File: src/rtl/mem_access_stage.sv
// mem_access_stage
// ----------------
// Memory-access pipeline stage between the execute stage and a DEPTH-word
// data memory with a one-cycle registered read port.
//   * ALU ops pass straight through to writeback (1 op/cycle).
//   * Stores drive the memory write port for one cycle (1 op/cycle).
//   * Loads issue the read address, wait for the registered read, and then
//     hand the data to writeback (two bubble cycles).
//   * Misaligned, out-of-range or load+store ops are dropped and raise a
//     sticky fault that records the first offending address.
//   * Completed loads and stores are counted with a saturating counter.
//
// Ports:
//   clk, rst                  clock, synchronous active-high reset
//   ex_valid / ex_ready       execute-stage handshake (ready only in IDLE)
//   ex_is_load, ex_is_store   op type
//   ex_alu_result             byte address (mem ops) or result (ALU ops)
//   ex_store_data             store data
//   ex_rd, ex_reg_we          destination register and its write enable
//   mem_wr_addr, mem_reg_wr,
//   mem_wr_din                memory write port
//   mem_rd_addr, mem_rd_dat   memory read port (data one edge after addr)
//   wb_valid, wb_rd, wb_data,
//   wb_reg_we                 writeback payload, wb_valid is a 1-cycle pulse
//   fault, fault_addr         sticky illegal-access flag and first address
//   mem_op_count              saturating count of completed loads/stores
module mem_access_stage #(
  parameter int DATA_W = 32,
  parameter int AW     = 5,
  parameter int DEPTH  = 16
) (
  input  logic              clk,
  input  logic              rst,
  input  logic              ex_valid,
  output logic              ex_ready,
  input  logic              ex_is_load,
  input  logic              ex_is_store,
  input  logic [DATA_W-1:0] ex_alu_result,
  input  logic [DATA_W-1:0] ex_store_data,
  input  logic [4:0]        ex_rd,
  input  logic              ex_reg_we,
  output logic [AW-1:0]     mem_wr_addr,
  output logic [AW-1:0]     mem_rd_addr,
  output logic              mem_reg_wr,
  output logic [DATA_W-1:0] mem_wr_din,
  input  logic [DATA_W-1:0] mem_rd_dat,
  output logic              wb_valid,
  output logic [4:0]        wb_rd,
  output logic [DATA_W-1:0] wb_data,
  output logic              wb_reg_we,
  output logic              fault,
  output logic [DATA_W-1:0] fault_addr,
  output logic [15:0]       mem_op_count
);

  typedef enum logic [1:0] {
    IDLE       = 2'd0,
    LD_ISSUE   = 2'd1,
    LD_CAPTURE = 2'd2
  } state_t;

  state_t state_q, state_d;

  // Destination of an in-flight load; kept apart from wb_rd/wb_reg_we so the
  // writeback outputs keep their previous values during the load bubbles.
  logic [4:0] ld_rd_q, ld_rd_d;
  logic       ld_we_q, ld_we_d;

  logic [AW-1:0]     mem_wr_addr_d, mem_rd_addr_d;
  logic              mem_reg_wr_d;
  logic [DATA_W-1:0] mem_wr_din_d;
  logic              wb_valid_d;
  logic [4:0]        wb_rd_d;
  logic [DATA_W-1:0] wb_data_d;
  logic              wb_reg_we_d;
  logic              fault_d;
  logic [DATA_W-1:0] fault_addr_d;
  logic [15:0]       mem_op_count_d;

  logic          accept;
  logic          is_mem;
  logic          illegal;
  logic [AW-1:0] word_index;
  logic [15:0]   count_inc;

  // ex_ready is a direct decode of the state register, so it is 1 out of
  // reset even though every other output resets to 0.
  assign ex_ready   = (state_q == IDLE);
  assign accept     = ex_valid && ex_ready;
  assign is_mem     = ex_is_load || ex_is_store;
  assign word_index = ex_alu_result[AW+1:2];
  assign illegal    = (ex_is_load && ex_is_store)
                   || (is_mem && (ex_alu_result[1:0] != 2'b00))
                   || (is_mem && (ex_alu_result >= DATA_W'(4 * DEPTH)));
  assign count_inc  = (mem_op_count == 16'hFFFF) ? mem_op_count
                                                 : mem_op_count + 16'd1;

  always_comb begin
    // NOTE: every signal gets a default before the case so no path leaves
    // one unassigned; that is what keeps this block free of latches.
    state_d        = state_q;
    ld_rd_d        = ld_rd_q;
    ld_we_d        = ld_we_q;
    mem_wr_addr_d  = mem_wr_addr;
    mem_rd_addr_d  = mem_rd_addr;
    mem_reg_wr_d   = 1'b0;
    mem_wr_din_d   = mem_wr_din;
    wb_valid_d     = 1'b0;
    wb_rd_d        = wb_rd;
    wb_data_d      = wb_data;
    wb_reg_we_d    = wb_reg_we;
    fault_d        = fault;
    fault_addr_d   = fault_addr;
    mem_op_count_d = mem_op_count;

    unique case (state_q)
      IDLE: begin
        if (accept) begin
          if (illegal) begin
            fault_d = 1'b1;
            if (!fault) fault_addr_d = ex_alu_result;
          end else if (ex_is_load) begin
            mem_rd_addr_d = word_index;
            ld_rd_d       = ex_rd;
            ld_we_d       = ex_reg_we && (ex_rd != 5'd0);
            state_d       = LD_ISSUE;
          end else if (ex_is_store) begin
            mem_reg_wr_d   = 1'b1;
            mem_wr_addr_d  = word_index;
            mem_wr_din_d   = ex_store_data;
            mem_op_count_d = count_inc;
          end else begin
            wb_valid_d  = 1'b1;
            wb_data_d   = ex_alu_result;
            wb_rd_d     = ex_rd;
            wb_reg_we_d = ex_reg_we && (ex_rd != 5'd0);
          end
        end
      end
      // Memory samples mem_rd_addr on this edge.
      LD_ISSUE: state_d = LD_CAPTURE;
      LD_CAPTURE: begin
        wb_valid_d     = 1'b1;
        wb_data_d      = mem_rd_dat;
        wb_rd_d        = ld_rd_q;
        wb_reg_we_d    = ld_we_q;
        mem_op_count_d = count_inc;
        state_d        = IDLE;
      end
      default: state_d = IDLE;
    endcase
  end

  // NOTE: state registers use non-blocking assignments so every flop samples
  // the pre-edge values computed above, independent of statement order.
  always_ff @(posedge clk) begin
    if (rst) begin
      state_q      <= IDLE;
      ld_rd_q      <= '0;
      ld_we_q      <= 1'b0;
      mem_wr_addr  <= '0;
      mem_rd_addr  <= '0;
      mem_reg_wr   <= 1'b0;
      mem_wr_din   <= '0;
      wb_valid     <= 1'b0;
      wb_rd        <= '0;
      wb_data      <= '0;
      wb_reg_we    <= 1'b0;
      fault        <= 1'b0;
      fault_addr   <= '0;
      mem_op_count <= '0;
    end else begin
      state_q      <= state_d;
      ld_rd_q      <= ld_rd_d;
      ld_we_q      <= ld_we_d;
      mem_wr_addr  <= mem_wr_addr_d;
      mem_rd_addr  <= mem_rd_addr_d;
      mem_reg_wr   <= mem_reg_wr_d;
      mem_wr_din   <= mem_wr_din_d;
      wb_valid     <= wb_valid_d;
      wb_rd        <= wb_rd_d;
      wb_data      <= wb_data_d;
      wb_reg_we    <= wb_reg_we_d;
      fault        <= fault_d;
      fault_addr   <= fault_addr_d;
      mem_op_count <= mem_op_count_d;
    end
  end

endmodule
File: config.mk
export PLATFORM = sky130hd
export DESIGN_NAME = mem_access_stage
export DESIGN_NICKNAME = d
export VERILOG_FILES = /design/src/rtl/mem_access_stage.sv
export SDC_FILE = /design/constraint.sdc
export NUM_CORES = 1
export LEC_CHECK = 0
export ABC_AREA = 1
export CORE_ASPECT_RATIO = 1.75
export CORE_MARGIN = 4
export CORE_UTILIZATION = 47
export DETAILED_ROUTE_END_ITERATION = 6
export PLACE_DENSITY_LB_ADDON = 0.15
export SLEW_MARGIN = 20
export SYNTH_ARGS = -nofsm -noshare
export SYNTH_HDL_FRONTEND = slang
export SYNTH_SLANG_ARGS = --single-unit
File: constraint.sdc
create_clock -name clk -period 4.86 [get_ports clk]
set_input_delay 0.972 -clock clk [delete_from_list [all_inputs] [get_ports clk]]
set_output_delay 0.972 -clock clk [all_outputs]
set_load 0.005 [all_outputs]
# ---- Yosys cells after proc, flatten, opt, wreduce, memory -nomap -nowiden
# Index checks and enable logic that the tools add are counted.
dict set report classes {
  n_addsub 1
  magnitude_cmp 1
  eq_ne 9
  n_mux 31
  n_bitwise 5
  n_reduce_logical 20
}
# operator n
set op_table {}
lappend op_table {{two-way mux 32 bit} 4}
lappend op_table {{two-way mux 16 bit} 5}
lappend op_table {{one-hot mux 32 bit (2 select lines)} 1}
lappend op_table {{greater-or-equal comparator 32 x 7 -> 1 bit, second input constant} 1}
lappend op_table {{one-hot mux 16 bit (2 select lines)} 1}
lappend op_table {{two-way mux 5 bit} 4}
lappend op_table {{adder 16 x 1 -> 16 bit, second input constant} 1}
lappend op_table {{== test 16 bit, second input constant} 1}
lappend op_table {{AND reduction 5 bit} 3}
lappend op_table {{one-hot mux 5 bit (2 select lines)} 1}
lappend op_table {{two-way mux 1 bit} 9}
lappend op_table {{AND reduction 4 bit} 2}
lappend op_table {{two-way mux 2 bit} 3}
lappend op_table {{!= test 2 x 1 -> 1 bit, second input constant} 3}
lappend op_table {{!= test 2 bit, second input constant} 3}
lappend op_table {{AND reduction 3 bit} 2}
lappend op_table {{logical AND 1 bit} 5}
lappend op_table {{inverter 1 bit} 5}
lappend op_table {{nonzero test 5 bit} 1}
lappend op_table {{OR reduction 5 bit} 1}
lappend op_table {{one-hot mux 1 bit (2 select lines)} 2}
lappend op_table {{one-hot mux 2 bit (2 select lines)} 1}
lappend op_table {{nonzero test 2 bit} 2}
lappend op_table {{logical OR 1 bit} 3}
lappend op_table {{3 further kinds} 3}
dict set report totals {
  register_bits 139
  in_bits 107
  out_inout_bits 132
  word_cells 81
}

# ---- Longest topological paths before layout
dict set report depth {
  depth_word 7
  depth_mapped 12
  depth_no_buf 11
}

# ---- Worst setup path before layout
# No wires, ideal clock.
dict set report synth_timing {
  path_type {input to register}
  start {in ex_alu_result[12]}
  end {reg mem_wr_addr[0]}
  setup_time_ps 113
  arrival_ps 1978
  required_ps 4747
  slack_ps 2769
  cell_stages 10
  n_path_buf 1
  path_cell_list {nor2_1 > and2_1 > nand2_1 > nor2_1 > nand2_1 > nand2_2 > nand3_2 > buf_2 > nor2_1 > nor2_1}
}
dict set report synth_via {
  elab_chain_len 5
}
# element line
set synth_lines {}
lappend synth_lines {{start: declaration} 38} ;# input logic [DATA_W-1:0] ex_alu_result,
lappend synth_lines {{greater-or-equal comparator 32 x 7 -> 1 bit} 94} ;# || (is_mem && (ex_alu_result >= DATA_W'(4 * DEPTH)));
lappend synth_lines {{logical AND 1 bit} 94}
lappend synth_lines {{logical OR 1 bit} 94}
lappend synth_lines {{inverter 1 bit (no line)} -}
lappend synth_lines {{AND reduction 5 bit (no line)} -}
lappend synth_lines {{end signal: assignment} 176} ;# mem_wr_addr <= mem_wr_addr_d;
lappend synth_lines {{end: declaration} 42} ;# output logic [AW-1:0] mem_wr_addr,
# Every way passes these cells.
# A chain may end at the register's enable or synchronous reset.

# ---- Worst setup path after layout
dict set report layout_timing {
  start {in ex_alu_result[27]}
  end {reg fault_addr[7]}
}
dict set report layout_via {
  elab_chain_len 4
}
# element line
set layout_lines {}
lappend layout_lines {{greater-or-equal comparator 32 x 7 -> 1 bit} 94}
lappend layout_lines {{logical AND 1 bit} 94}
lappend layout_lines {{logical OR 1 bit} 94}
lappend layout_lines {{AND reduction 4 bit (no line)} -}
lappend layout_lines {{end signal: assignment} 185} ;# fault_addr <= fault_addr_d;
lappend layout_lines {{end: declaration} 52} ;# output logic [DATA_W-1:0] fault_addr,
# Every way passes these cells.

==> flow_summary.yaml <==
global_routing:
  grt_max_degree: 54
  first_global_vias: 6375
  grt-ovfl-total: 0
  grt_usage_pct: 26.4
  antenna_found_initial: 0
  grt_pass1_wl_um: 31500
yosys:
  yosys-top-cells-area: "dfxtp_1 (46%), nand2_1 (13%), nor2_1 (7.8%), nand3_1 (6.4%), inv_1 (4.7%)"
  netlist_instances: 874
  syn_area_per_cell_sq_um: 6.98
  ys_seq_area_share_pct: 45.6
  yosys.area.top_type: "dfxtp_1"
  synthDistinctLibCells: 29
  ys_ff_latch: 139
  yosysWarnings: 0
  syn-num-nets: 982
  synthDominantCellAreaShare_pct: 45.6
  netlist_area_sq_mm: 0.00610
floorplan:
  initial_utilization_pct: 48.6
  fp.dieArea_sq_mm: 0.0149
  ioPinCount: 239
  die_w_um: 94.1
  coreArea_sq_mm: 0.0126
  die-height_um: 159
  rows: 54
clock_network:
  ctsHoldBuffers: 0
  cts_resized: 0
  htree_levels: 4
  cts_setup_buffers: 0
  clk_pin_slew_worst_paths_ns: 0.06
  cts_sinks: 139
  cts_tree: "built"
  cts_buffers: 17
  clock_latency_ns: 0.42
  cts_buffer_depth: 2
  clockRootBuffer: "clkbuf_16"
worst_setup_path:
  start_kind: "input pin"
  rrSetupSlack_ns: 2.10
  crit_slowest_cell: "clkdlybuf4s50_1"
  crit_start: "ex_alu_result[27]"
  crit_arrival_ns: 3.38
  crit_chain: "clkdlybuf4s50_1 > inv_1 > nand2_1 > nor2_1 > nand2_1 > nor2_1 > nand2_1 > nand2_2 > nor2_4 > buf_4 > nand2_2 > nand2_1 > a21oi_1"
  critical-path-top-delay-family: "simple AND/OR/NAND/NOR gates"
  crit_buf_inv: 3
  worstSetupEndpointType: "register"
  cpPeakStageDelay_ns: 0.51
  cp_common_cell: "nand2_1"
  critical_path_required_ns: 5.13
  r2r-end: "wb_data[14]$_SDFFE_PP0P_"
  path_class: "input pin to register"
  worst-path-max-fanout: 34
  reg2regPathDepth: 6
  timing.rr.start: "state_q[1]$_SDFFE_PP0P_"
timing:
  rsz0062_at_grt: "false"
  holdWs_ns: 0.446
  finalCritPeriodShare_pct: 64.2
  setup_tns_ns: 0
  hold_viol: 0
  period_needed_ns: 3.12
  setup_viol: 0
  worst_pin_slew_ns: 1.07
  slew_headroom_pct: 28.4
  slew_viol_final: 0
  clock_skew_ns: 0.00913
  timing.fmax_mhz: 321
placement:
  portBuffers: 238
  gp_congestion: 0.914
  hpwl_um: 13700
drt:
  wl_per_cell_um: 15.4
  via_per_inst: 5.11
  drc: 0
  drtPass1Iterations: 5
  route.vias.total: 6445
  final_antenna_net_count: 0
  drtIter0Drc: 233
  finalWirelength_um: 19400
worst_hold_path:
  min_from: "ld_we_q$_SDFFE_PP0P_"
  hold_end: "ld_we_q$_SDFFE_PP0P_"
  hold_path.class: "register to register"
  whs_path_depth: 2
finish:
  n_antenna_cell: 0
  finalNetCount: 1190
  area_growth_pct: 48.1
  mostFrequentLayoutCells: "clkdlybuf4s50_1 (237), nand2_1 (217), dfxtp_1 (138)"
  final_common_cell: "clkdlybuf4s50_1"
  drive_gt1_share_pct: 4.85
run_status:
  status: "completed"
power:
  cellLeakagePower_nw: 3.75
  p_per_area_mw_per_mm2: 308
  vdd_drop_max_mv: 0.252
run:
  cap_violations: 0
-- flip-flops by register name, indices dropped and copies added, names as in the netlist --
name	cells
mem_wr_din	32
state_q	2
wb_data	32
ld_rd_q	5
mem_wr_addr	5
wb_valid	1
mem_rd_addr	5
wb_rd	5
fault_addr	32
fault	1
mem_reg_wr	1
mem_op_count	16
ld_we_q	1
wb_reg_we	1
-- tightest hold or removal path: stages (launching register included) --
cell and delay (ns):
dfxtp_1 0.31, inv_1 0.05, a21oi_1 0.05
-- cell type report --
class,instances,area [sq um]
clock buffers,23,488
clock inverters,7,66.3
fillers,1067,3530
inverters,77,289
multi-input cells,602,2770
flip-flops and latches,139,2780
well taps,168,210
repair buffers,245,2430
-- how the worst max path moves through the flow --
stage                                  end  slack [ns]  cells past startpoint
6_report        fault_addr[7]$_SDFFE_PP0P_        1.74                     13
5_1_grt         fault_addr[7]$_SDFFE_PP0P_        1.56                     13
4_1_cts        fault_addr[26]$_SDFFE_PP0P_        1.73                     13
3_5_place_dp   fault_addr[15]$_SDFFE_PP0P_        1.35                     13
3_3_place_gp    fault_addr[4]$_SDFFE_PP0P_        1.37                     13
2_1_floorplan  mem_wr_addr[0]$_SDFFE_PP0P_        2.77                     10
-- synth_stat cells --
master and count:
inv_1 76, buf_4 7, o21a_1 1, nor3_1 1, buf_2 15, nand4_1 20, o21bai_1 1, a21oi_1 50
and2_1 3, nor2_2 4, nand3_2 2, nand3_4 2, xnor2_1 5, nand3_1 78, nor2_4 2, dfxtp_1 139
o21ai_1 1, clkbuf_1 33, o21ai_0 41, ha_1 1, buf_6 1, inv_2 1, nor2_1 126, and3_1 1
xor2_1 5, nand2_2 2, or2_4 1, a31oi_1 37, nand2_1 218
-- per-stage QoR --
step / area (sq um) / worst slack (ns) / cells / util, % / power [W]
global route: 9040 / 1.56 / 1261 / 71.9 / 0.00288
global placement: 8480 / 1.37 / 1231 / 67.5 / 0.00158
floorplan: 6100 / 2.77 / 874 / - / 0.00137
detailed placement: 8480 / 1.35 / 1231 / 67.5 / 0.00159
finish: 9040 / 1.74 / 1261 / 71.9 / 0.00278
CTS: 9040 / 1.73 / 1261 / 71.9 / 0.00280
-- layer usage --
layer / vias to the layer above / global-route usage (%) / wire length, um
met4: 0 / 12.4 / 843
met1: 2941 / 27.5 / 7050
li1: 3228 / - / -
met2: 231 / 46.4 / 9910
met5: - / 0 / 0
met3: 45 / 9.00 / 1630
-- where the power goes --
group | leakage (nW) | total, W | internal, W | switching (W)
Combinational | 2.34 | 0.000351 | 0.000190 | 0.000161
Clock | 0.275 | 0.00122 | 0.000749 | 0.000469
Sequential | 1.13 | 0.00121 | 0.00119 | 0.0000233
-- logic make-up (layout without fill, tap and decap cells) --
family | count (synthesis) | in the layout | synth area share [%]
buffers and inverters | 133 | 352 | 9.04
AND/OR/NAND/NOR | 460 | 460 | 32.1
flip-flops | 139 | 139 | 45.6
adder cells (fa/ha/maj) | 1 | 1 | 0.205
AO/OA/AOI/OAI | 131 | 131 | 11.6
XOR/XNOR | 10 | 10 | 1.44
(Power assumes the default switching activity.)
